### src/rtl/alu_mul_seq_if.sv
// -----------------------------------------------------------------------------
// alu_mul_seq_if
// Bundles the control-unit handshake and the shared-ALU port of alu_mul_seq.
//   start, op_a, op_b      : request and operands from the control unit
//   busy, done, product, ovf : status and result back to the control unit
//   alu_a, alu_b, alu_s,
//   alu_m, alu_cn          : operands/function driven onto the shared ALU
//   alu_f, alu_cf          : combinational ALU result and carry flag
// master : the environment side (control unit + ALU)
// slave  : the sequencer itself
// -----------------------------------------------------------------------------
interface alu_mul_seq_if;
   logic        start;
   logic [15:0] op_a;
   logic [15:0] op_b;
   logic        busy;
   logic        done;
   logic [15:0] product;
   logic        ovf;
   logic [15:0] alu_a;
   logic [15:0] alu_b;
   logic [3:0]  alu_s;
   logic        alu_m;
   logic        alu_cn;
   logic [15:0] alu_f;
   logic        alu_cf;

   modport master (
      output start, op_a, op_b, alu_f, alu_cf,
      input  busy, done, product, ovf, alu_a, alu_b, alu_s, alu_m, alu_cn
   );

   modport slave (
      input  start, op_a, op_b, alu_f, alu_cf,
      output busy, done, product, ovf, alu_a, alu_b, alu_s, alu_m, alu_cn
   );
endinterface

### src/rtl/alu_mul_seq.sv
// -----------------------------------------------------------------------------
// alu_mul_seq
// Computes the low 16 bits of a 16x16 unsigned product on a shared 16-bit
// combinational ALU, one ALU operation per clock, using MSB-first
// double-and-add over the multiplier. A sticky flag records any carry-out,
// i.e. a true product wider than 16 bits.
// Ports:
//   clk   : system clock, rising edge
//   rst_n : asynchronous active-low reset
//   bus   : alu_mul_seq_if.slave (handshake, result, shared-ALU drive/return)
// -----------------------------------------------------------------------------
module alu_mul_seq (
   input  logic              clk,
   input  logic              rst_n,
   alu_mul_seq_if.slave      bus
);

   typedef enum logic [1:0] {
      IDLE = 2'd0,
      DBL  = 2'd1,
      ADD  = 2'd2,
      DONE = 2'd3
   } state_t;

   // ALU function codes
   localparam logic [3:0] ALU_S_PASS_A = 4'b1111;  // with M=1: F = A
   localparam logic [3:0] ALU_S_A_PL_A = 4'b1100;  // with M=0: F = A + A
   localparam logic [3:0] ALU_S_A_PL_B = 4'b1001;  // with M=0: F = A + B

   state_t      state, state_nxt;
   logic [15:0] acc;
   logic [15:0] mcand;
   logic [15:0] mplier;
   logic [3:0]  idx;
   logic        ovf_r;

   logic        load;
   logic        acc_we;
   logic        idx_dec;
   logic        busy_c;
   logic        done_c;
   logic [3:0]  alu_s_c;
   logic        alu_m_c;

   // State register
   always_ff @(posedge clk or negedge rst_n) begin
      if (!rst_n) begin
         state <= IDLE;
      end else begin
         state <= state_nxt;
      end
   end

   // Next state and ALU drive
   always_comb begin
      state_nxt = state;
      load      = 1'b0;
      acc_we    = 1'b0;
      idx_dec   = 1'b0;
      busy_c    = 1'b0;
      done_c    = 1'b0;
      alu_s_c   = ALU_S_PASS_A;
      alu_m_c   = 1'b1;

      case (state)
         IDLE: begin
            if (bus.start) begin
               load      = 1'b1;
               state_nxt = DBL;
            end
         end

         DBL: begin
            busy_c  = 1'b1;
            acc_we  = 1'b1;
            alu_s_c = ALU_S_A_PL_A;
            alu_m_c = 1'b0;
            if (mplier[idx]) begin
               // idx is kept so the ADD step sees the same bit position
               state_nxt = ADD;
            end else if (idx == 4'd0) begin
               state_nxt = DONE;
            end else begin
               idx_dec   = 1'b1;
               state_nxt = DBL;
            end
         end

         ADD: begin
            busy_c  = 1'b1;
            acc_we  = 1'b1;
            alu_s_c = ALU_S_A_PL_B;
            alu_m_c = 1'b0;
            if (idx == 4'd0) begin
               state_nxt = DONE;
            end else begin
               idx_dec   = 1'b1;
               state_nxt = DBL;
            end
         end

         DONE: begin
            done_c = 1'b1;
            // A start here chains straight into the next product
            if (bus.start) begin
               load      = 1'b1;
               state_nxt = DBL;
            end else begin
               state_nxt = IDLE;
            end
         end

         default: begin
            state_nxt = IDLE;
         end
      endcase
   end

   // Datapath registers
   always_ff @(posedge clk or negedge rst_n) begin
      if (!rst_n) begin
         acc    <= 16'd0;
         mcand  <= 16'd0;
         mplier <= 16'd0;
         idx    <= 4'd0;
         ovf_r  <= 1'b0;
      end else if (load) begin
         acc    <= 16'd0;
         mcand  <= bus.op_a;
         mplier <= bus.op_b;
         idx    <= 4'd15;
         ovf_r  <= 1'b0;
      end else begin
         if (acc_we) begin
            acc <= bus.alu_f;
            // Carry flag is active-low in arithmetic mode
            if (!bus.alu_cf) begin
               ovf_r <= 1'b1;
            end
         end
         if (idx_dec) begin
            idx <= idx - 4'd1;
         end
      end
   end

   assign bus.busy    = busy_c;
   assign bus.done    = done_c;
   assign bus.product = acc;
   assign bus.ovf     = ovf_r;
   assign bus.alu_a   = acc;
   assign bus.alu_b   = mcand;
   assign bus.alu_s   = alu_s_c;
   assign bus.alu_m   = alu_m_c;
   assign bus.alu_cn  = 1'b1;

endmodule

### src/flat_wrapper.sv
// flat-port wrapper written by rule: the top's interface ports become plain ports
module alu_mul_seq_flat 
  (clk, rst_n, bus_start, bus_op_a, bus_op_b, bus_alu_f, bus_alu_cf, bus_busy, bus_done, bus_product, bus_ovf, bus_alu_a, bus_alu_b, bus_alu_s, bus_alu_m, bus_alu_cn);
  alu_mul_seq_if bus_i ();
  input  logic clk;
  input  logic rst_n;
  input wire logic [$bits(bus_i.start)-1:0] bus_start;
  input wire logic [$bits(bus_i.op_a)-1:0] bus_op_a;
  input wire logic [$bits(bus_i.op_b)-1:0] bus_op_b;
  input wire logic [$bits(bus_i.alu_f)-1:0] bus_alu_f;
  input wire logic [$bits(bus_i.alu_cf)-1:0] bus_alu_cf;
  output wire logic [$bits(bus_i.busy)-1:0] bus_busy;
  output wire logic [$bits(bus_i.done)-1:0] bus_done;
  output wire logic [$bits(bus_i.product)-1:0] bus_product;
  output wire logic [$bits(bus_i.ovf)-1:0] bus_ovf;
  output wire logic [$bits(bus_i.alu_a)-1:0] bus_alu_a;
  output wire logic [$bits(bus_i.alu_b)-1:0] bus_alu_b;
  output wire logic [$bits(bus_i.alu_s)-1:0] bus_alu_s;
  output wire logic [$bits(bus_i.alu_m)-1:0] bus_alu_m;
  output wire logic [$bits(bus_i.alu_cn)-1:0] bus_alu_cn;
  assign bus_i.start = bus_start;
  assign bus_i.op_a = bus_op_a;
  assign bus_i.op_b = bus_op_b;
  assign bus_i.alu_f = bus_alu_f;
  assign bus_i.alu_cf = bus_alu_cf;
  assign bus_busy = bus_i.busy;
  assign bus_done = bus_i.done;
  assign bus_product = bus_i.product;
  assign bus_ovf = bus_i.ovf;
  assign bus_alu_a = bus_i.alu_a;
  assign bus_alu_b = bus_i.alu_b;
  assign bus_alu_s = bus_i.alu_s;
  assign bus_alu_m = bus_i.alu_m;
  assign bus_alu_cn = bus_i.alu_cn;
  alu_mul_seq u_core (.clk(clk), .rst_n(rst_n), .bus(bus_i));
endmodule
### config.mk
export PLATFORM = sky130hd
export DESIGN_NAME = alu_mul_seq_flat
export DESIGN_NICKNAME = d
export VERILOG_FILES = /design/src/rtl/alu_mul_seq_if.sv /design/src/rtl/alu_mul_seq.sv /design/src/flat_wrapper.sv
export SDC_FILE = /design/constraint.sdc
export NUM_CORES = 1
export LEC_CHECK = 0
export ABC_AREA = 1
export CORE_ASPECT_RATIO = 2
export CORE_MARGIN = 2
export CORE_UTILIZATION = 26
export CTS_CLUSTER_DIAMETER = 120
export DETAILED_ROUTE_END_ITERATION = 10
export GPL_ROUTABILITY_DRIVEN = 0
export PLACE_DENSITY = 0.57
export SLEW_MARGIN = 10
export SYNTH_ARGS = -nofsm -noshare
export SYNTH_HDL_FRONTEND = slang
export SYNTH_SLANG_ARGS = --single-unit
### constraint.sdc
create_clock -name clk -period 2.2 [get_ports clk]
set_clock_uncertainty 0.1 [all_clocks]
set_input_delay 0.66 -clock clk [delete_from_list [all_inputs] [get_ports clk]]
set_output_delay 0.66 -clock clk [all_outputs]
set_load 0.02 [all_outputs]
==> qor.csv <==
metric,value,unit
hpwl dp,5.26,mm
"CTS clk-pin slew, worst paths",0.07,ns
initial detailed-routing violation count,122,
outcome,finished clean,
core area,10000,µm²
r2r setup slk,0.39,ns
Most Frequent Cell on Critical Path,inv_1,
Vias/cell,4.15,
"Remaining Overflow, GRT",0,
crit-path max cell delay,0.35,ns
Max-Cap Viols,0,
unique cell type count in the Yosys netlist,24,
"Seq/Total Area, Yosys",0.520,
Antenna Violating Nets Remaining,0,
Most used DFF post-synth,dfrtp_1,
DR vias,2305,
placed cell count,547,
TritonRoute pass-1 iters,4,
die height,147,µm
fillers,1069,
fin worst setup slack,0.0661,ns
Pwr Density,1560,nW/µm²
Area Growth Syn to Fin,49.1,%
crit path kind,register to output pin,
CTS buffer count,5,
clock buffer depth,2,
Worst-Skew Late Latency,0.29,ns
Post-Synthesis Cells,322,
Mapped Area,2650,µm²
die area,11000,µm²
initial antenna violation count,0,
Crit Path Max Fanout,4,
Tmin final,2.13,ns
Hold Buf Count CTS,0,
mean post-synth cell area,8.21,µm²
IO Count,109,
compound-cell area share of the yosys netlist,0.0459,
die width,75.3,µm
max frequency,469,MHz
post-synthesis xor/xnor area fraction,0.00662,
drt total wl,6.87,mm
ys async rst share,1.00,
Seq cells post-synth,55,
Final Hold Fails,0,
Layout Utilization,0.394,
max-slew violations,0,
most common cell in the synthesized netlist,nand2_1,
cell taking the most area after synthesis,dfrtp_1,
share of layout cells above drive strength 1,0.102,
first-pass GRT wire length,11.2,mm
crit path DAT,1.37,ns
RSZ-0062 raised after global routing,no,
largest net degree at the start of global routing,56,
CP Capture Type,output pin,
setup violators final,0,
"critical path, cell by cell",inv_1 -> buf_4 -> ha_1 -> inv_1 -> dlygate4sd2_1,
Starting Density,0.264,
post-synthesis mux area share,0,
top post-synthesis cells by area,"dfrtp_1 52%, nand2_1 20%, buf_4 5.4%",
I/O Buffers,106,
Post-CTS Setup Inserts,0,
Peak supply drop,0.000445,V
DR WL/cell,12.4,µm
Min-Delay Path Class,primary input to asynchronous set/reset pin,
CTS Sinks,55,
final worst-path cycle share,0.970,
DRC errors left,0,
H-Tree Depth,2,
Post-synth EDFFs,0,
simple-gate share of the synthesized area,0.287,
"slowest stage cell, crit path",dfrtp_1,
Root Buffer,clkbuf_16,
adder-cell share of the synthesized area,0.0331,
required time of the critical path,1.44,ns
main combinational cell family by area after synthesis,simple AND/OR/NAND/NOR gates,
Cell Rows,52,
Worst Setup Start Kind,register,
"Cell Count, Final, Fillers Out",555,
pre-CTS WS,0.0000425,ns
Final #Nets,478,
overall routing resource usage,0.134,
synth cell count leaders,"139 x nand2_1, 55 x dfrtp_1, 23 x nand3_1, 19 x buf_4, 15 x inv_1",
top-area cell type share of the netlist area,0.520,
Leakage,1.90,nW
synth warn,0,
Final TNS setup,0,ns
vias in the first global route,2292,
hold slack,0.244,ns
CTS tree,done,
ant diodes,0,
==> per-layer routing <==
metal,GRT usage,part of all wire
met5,0,0
met4,0.0544,0.021
met3,0.0152,0.032
met2,0.251,0.59
met1,0.142,0.35
==> cell type report <==
| cell class | count | area, µm² | share of cell area |
|---|---|---|---|
| Tap cell | 135 | 169 | 0.0428 |
| Inverter | 20 | 75.1 | 0.0190 |
| Clock buffer | 5 | 125 | 0.0317 |
| Timing Repair Buffer | 120 | 1160 | 0.293 |
| Sequential cell | 55 | 1380 | 0.349 |
| Multi-Input combinational cell | 217 | 998 | 0.253 |
| Clock inverter | 3 | 43.8 | 0.0111 |
==> where the power goes <==
group          switching, W  leakage, nW  internal (W)
registers          0.000338        0.672       0.00151
logic               0.00191         1.15       0.00149
clock network      0.000362       0.0838      0.000537
==> path summary, 6_finish.rpt <==
check                             startpoint                    to  depth (start not counted)
hold reg to reg            u_core.mplier[11]     u_core.mplier[11]                          2
hold / removal                         rst_n  u_core.bus.alu_b[11]                          2
setup reg to reg             u_core.state[1]         u_core.idx[3]                          8
max in group asynchronous              rst_n   u_core.bus.alu_b[6]                          2
min in group clk           u_core.mplier[11]     u_core.mplier[11]                          2
setup / recovery             u_core.state[1]          bus_alu_s[0]                          5
==> kinds of logic (layout without fill, tap and decap cells) <==
| logic type | Yosys count | count (layout) |
|---|---|---|
| AO/OA/AOI/OAI | 23 | 23 |
| XOR/XNOR | 2 | 2 |
| adder cells (fa/ha/maj) | 7 | 7 |
| buffers and inverters | 51 | 148 |
| flip-flops | 55 | 55 |
| other | 1 | 2 |
| AND/OR/NAND/NOR | 183 | 183 |
==> critical path, delay by kind of cell, from the launching register on <==
kind | cells | cell delay (ns)
fa+ha+maj | 1 | 0.17
buf+inv | 4 | 0.57
flops | 1 | 0.35
==> metrics by stage <==
stage / instance area (µm²) / total power, W
2_1_floorplan: 2660 / 0.00404
3_3_place_gp: 3790 / 0.00531
3_5_place_dp: 3790 / 0.00537
4_1_cts: 3960 / 0.00627
5_1_grt: 3940 / 0.00667
6_report: 3940 / 0.00615
==> what timing repair did <==
item,CTS,global route
endpoints found under the setup margin,6,4
gates resized for setup,10,5
cloned,0,0
==> registers in the layout, indices dropped and copies added (netlist names) <==
| register | cells |
|---|---|
| u_core.bus.alu_a | 16 |
| u_core.mplier | 16 |
| u_core.bus.alu_b | 16 |
| u_core.bus.ovf | 1 |
| u_core.idx | 4 |
| u_core.state | 2 |
==> cells in the final DEF, fill, tap and decap left out, types with 2 or more instances in the layout <==
master             n
inv_2              5
nand2_2            3
ha_1               6
conb_1             2
nor2_1            10
clkdlybuf4s50_1   99
dfrtp_1           55
clkbuf_16          5
o21ai_0           11
nand3_1           23
nand2_1          139
buf_4             13
a21oi_1            8
nand2_4            3
dlygate4sd2_1      2
buf_2              3
o22ai_1            2
nor2_2             4
inv_1             15
Power figures use the tool's default switching activity.
==> RTL change 1 (same flow settings) <==
Reset style: synchronous (`rst_n`), changed in 2 clocked blocks. Comments in the files are not updated.
--- a/src/rtl/alu_mul_seq.sv
+++ b/src/rtl/alu_mul_seq.sv
@@ -43,7 +43,7 @@
    logic        alu_m_c;
 
    // State register
-   always_ff @(posedge clk or negedge rst_n) begin
+   always_ff @(posedge clk) begin
       if (!rst_n) begin
          state <= IDLE;
       end else begin
@@ -117,7 +117,7 @@
    end
 
    // Datapath registers
-   always_ff @(posedge clk or negedge rst_n) begin
+   always_ff @(posedge clk) begin
       if (!rst_n) begin
          acc    <= 16'd0;
          mcand  <= 16'd0;
Check against the original RTL: differs if rst_n is asserted again (counterexample within 4 cycles, from zero or initial values and one cycle with rst_n low); with rst_n held inactive, the same outputs for 10 cycles.
==> RTL change 1 against the unedited design <==
Design area is 5.2% lower; routed wire length shrank 3.9%; highest routed layer unchanged; sequential cell count is the same; area after synthesis fell by 7.2%; final cell count is 4.7% lower; worst setup slack better by 0.013 ns; largest cell class is now non-clock buffers; count of clock-buffer cells in the layout grew 3; die area is 7.0% lower; first-iteration DRC count fell by 65%.
Power is not compared: it rests on default switching activity, and its combinational part moved more than twofold at a synthesized area within 25%.
==> RTL change 1: results (changes against the unedited design) <==
Tmin final=2.12 ns (-0.0133 ns); final std cells w/o fill=529 (-4.7%); Max Buffers Root-to-Sink=2 (unchanged); count of distinct cell types in the synthesized netlist=25 (+4.2%); post-synthesis compound-gate area fraction=0.148 (+0.103); count of non-CTS buffers in the layout=123 (+2.5%); CP endpoint=bus_busy; adder-cell share of the synthesized area=0.0357 (+0.00258); relative area of non-clock buffer cells in the final design=0.320 (+0.0272); routed vias/inst=4.51 (+8.6%); outcome=completed; stage delay of the slowest cell on the critical path=0.33 ns (-0.02 ns); number of global-route vias before repair=2,278 (-0.61%); final instance area=3740 µm² (-5.2%); count of clock buffers in the final design=8 (+3); largest net degree at the start of global routing=36 (-36%); maximum fanout along the worst path=6 (+2); NumNets Final=483 (+1.0%); sequential logic power=~1.2 mW; worst-case register-to-register setup slack=0.30 ns (-0.09 ns); ys async rst share=0 (-1.00); worst reg2reg endpoint=u_core.bus.alu_a[0]$_SDFFE_PP0N_; Placed Cells=520 (-4.9%); cell types with the highest counts after synthesis=sky130_fd_sc_hd__nand2_1, sky130_fd_sc_hd__dfxtp_1, sky130_fd_sc_hd__nor2_1; Die Outline Area=10,300 µm² (-7.0%); sequential cell area share=0.295 (-0.0544); aggregate global-route resource usage=0.132 (-0.00136); multi-input combinational gate total=213 (-1.8%); Worst Hold Class=reg2reg; Post-Route WL=6600 µm (-3.9%); CP startpoint=u_core.state[0]$_SDFFE_PN0P_; total power=between 3 and 4 mW; Hold Worst Slack=0.364 ns (+0.120 ns); count of filler cells inserted in the layout=978 (-8.5%); Slowest cell on crit path=sky130_fd_sc_hd__dfxtp_1; post-place setup slack=0.0497 ns (+0.0497 ns); clock network latency to the later pin of the worst-skew pair=0.29 ns (about the same); first-pass GRT wire length=10,700 µm (-4.1%); share of the yosys chip area belonging to registers=0.449 (-0.0716); cell types with the largest area share after synthesis=sky130_fd_sc_hd__dfxtp_1, sky130_fd_sc_hd__nand2_1, sky130_fd_sc_hd__nor2_1; cell area after placement=3590 µm² (-5.3%); share of final layout cell area taken by clock buffers and inverters=0.0418 (-0.000982); Synth Area per Inst=7.48 µm² (-8.9%); multi-input gate share of the layout cell area=0.282 (+0.0287); Buffers on Ports=106 (unchanged); dpl hpwl=5210 µm (-1.0%); proportion of layout cells with a drive suffix above 1=0.0918 (-0.0106); count of cells along the worst register-to-register path=8 (unchanged); XOR/XNOR share of the synthesized area=0.00714 (+0.000517); Top FF cell, synth=sky130_fd_sc_hd__dfxtp_1; number of buffers created by CTS=5 (unchanged); non-clock inverter count in the final layout=26 (+30%); number of design-rule violations left by the first detailed-router iteration=43 (-65%)
RTL change 1: cell count changes after synthesis, moves of 8 or more:
cell and change:
sky130_fd_sc_hd__o21ai_1 +13, sky130_fd_sc_hd__a21oi_1 +23, sky130_fd_sc_hd__nor2_1 +37, sky130_fd_sc_hd__nand2_1 -77
sky130_fd_sc_hd__inv_1 +8, sky130_fd_sc_hd__nand3_1 -8, sky130_fd_sc_hd__dfrtp_1 -55, sky130_fd_sc_hd__o21ai_0 +12
sky130_fd_sc_hd__dfxtp_1 +55
RTL change 1: repair_timing:
item,CTS,global route
setup endpoints to repair,6,5
endpoints found under the hold margin,0,0
gates cloned,0,0
buffers inserted,0,1
pin swaps,0,1
resized for setup,9,6
RTL change 1: routing by layer:
| metal | up-vias | share of wire | GRT usage |
|---|---|---|---|
| met1 | 1069 | 0.35 | 0.128 |
| li1 | 1221 | - | - |
| met3 | 14 | 0.050 | 0.0249 |
| met2 | 81 | 0.57 | 0.254 |
| met4 | 0 | 0.035 | 0.0673 |
| met5 | - | 0 | 0 |
==> RTL change 2 (config.mk and constraints unchanged) <==
Made on the original files. Re-encode `state_t` (4 states) as one-hot, 4 bits wide.
--- a/src/rtl/alu_mul_seq.sv
+++ b/src/rtl/alu_mul_seq.sv
@@ -15,11 +15,11 @@
    alu_mul_seq_if.slave      bus
 );
 
-   typedef enum logic [1:0] {
-      IDLE = 2'd0,
-      DBL  = 2'd1,
-      ADD  = 2'd2,
-      DONE = 2'd3
+   typedef enum logic [3:0] {
+      IDLE = 4'b0001,
+      DBL  = 4'b0010,
+      ADD  = 4'b0100,
+      DONE = 4'b1000
    } state_t;
 
    // ALU function codes
Formal check against the unedited RTL: same outputs for any inputs over 10 cycles, from zero or initial values and one cycle with rst_n low; not proved beyond that.
==> RTL change 2 against the unedited design <==
The flow now finishes with violations (setup timing); sequential cell count rose by 2; worst hold slack got worse by 0.022 ns; design area rose by 5.1%; synthesized cell count fell by 23%; area after synthesis rose by 1.4%; power rose by 2.1%; routed wire length rose by 2.4%; worst setup slack got worse by 0.10 ns; largest cell class unchanged; largest power group unchanged.
==> RTL change 2: results (changes against the unedited design) <==
outcome=finished with violations; violations in the final reports=setup timing; Post-Route WL=7040 µm (+2.4%); leakage power of the design=1.91 nW (+0.48%); initial antenna violation count=1 (+1); number of design-rule violations left by the first detailed-router iteration=99 (-19%); met1 global-route usage=0.156 (+0.0135); routed wl met2=3900 µm (-4.1%); multiplexer fraction of the synthesized cell area=0.0924 (+0.0924); min setup slack post-route=-0.0386 ns (-0.105 ns); Worst path top cell family by delay=flip-flops; Clock Pin Slew Worst Setup and Hold Paths=0.05 ns (-0.02 ns); count of cells along the worst register-to-register path=7 (-1); Max IR drop VDD=0.605 mV (+36%); detailed-route wire length on metal 1=2510 µm (+3.0%); cell types with the largest area share after synthesis=sky130_fd_sc_hd__dfrtp_1, sky130_fd_sc_hd__mux2_4, sky130_fd_sc_hd__buf_4; met3 wire length=372 µm (+69%); routed vias/inst=4.27 (+2.8%); worst-case register-to-register setup slack=0.36 ns (-0.03 ns); detailed-route wire length per cell=14.3 µm (+16%); # setup viols final=1 (+1); XOR/XNOR share of the synthesized area=0 (-0.00662); proportion of layout cells with a drive suffix above 1=0.239 (+0.136); htree depth=3 (+1); number of standard cells after synthesis=247 (-23%)
RTL change 2: cell types whose count changed in the layout (fill, tap and decap cells not counted), sizes merged, moves of 3 or more:
cell / delta
a21oi: +7
a22o: +16
buf: +3
clkbuf: +4
ha: -6
inv: +8
mux2: +18
nand2: -116
nand4: +6
nor2: +5
o21ai: -10
or2: +3
RTL change 2: what timing repair did:
item | CTS | global route
gates cloned | 0 | 0
pin swaps | 4 | 4
setup endpoints to repair | 6 | 6
gates resized for setup | 35 | 8
buffers inserted | 5 | 0
hold endpoints to repair | 0 | 0
hold buffers | 0 | 0
RTL change 2: layout make-up:
type                    instances  area, µm²
repair buffers                120       1200
flip-flops and latches         57       1430
fillers                       984       5940
well taps                     135        169
multi-input cells             135        942
clock buffers                  10        239
clock inverters                 6       57.6
inverters                      28        108
diodes                          1       2.50
RTL change 2: report_power, final:
part / internal (mW) / switching (mW)
logic: 1.51 / 1.56
clock network: 0.896 / 0.466
registers: 1.53 / 0.306
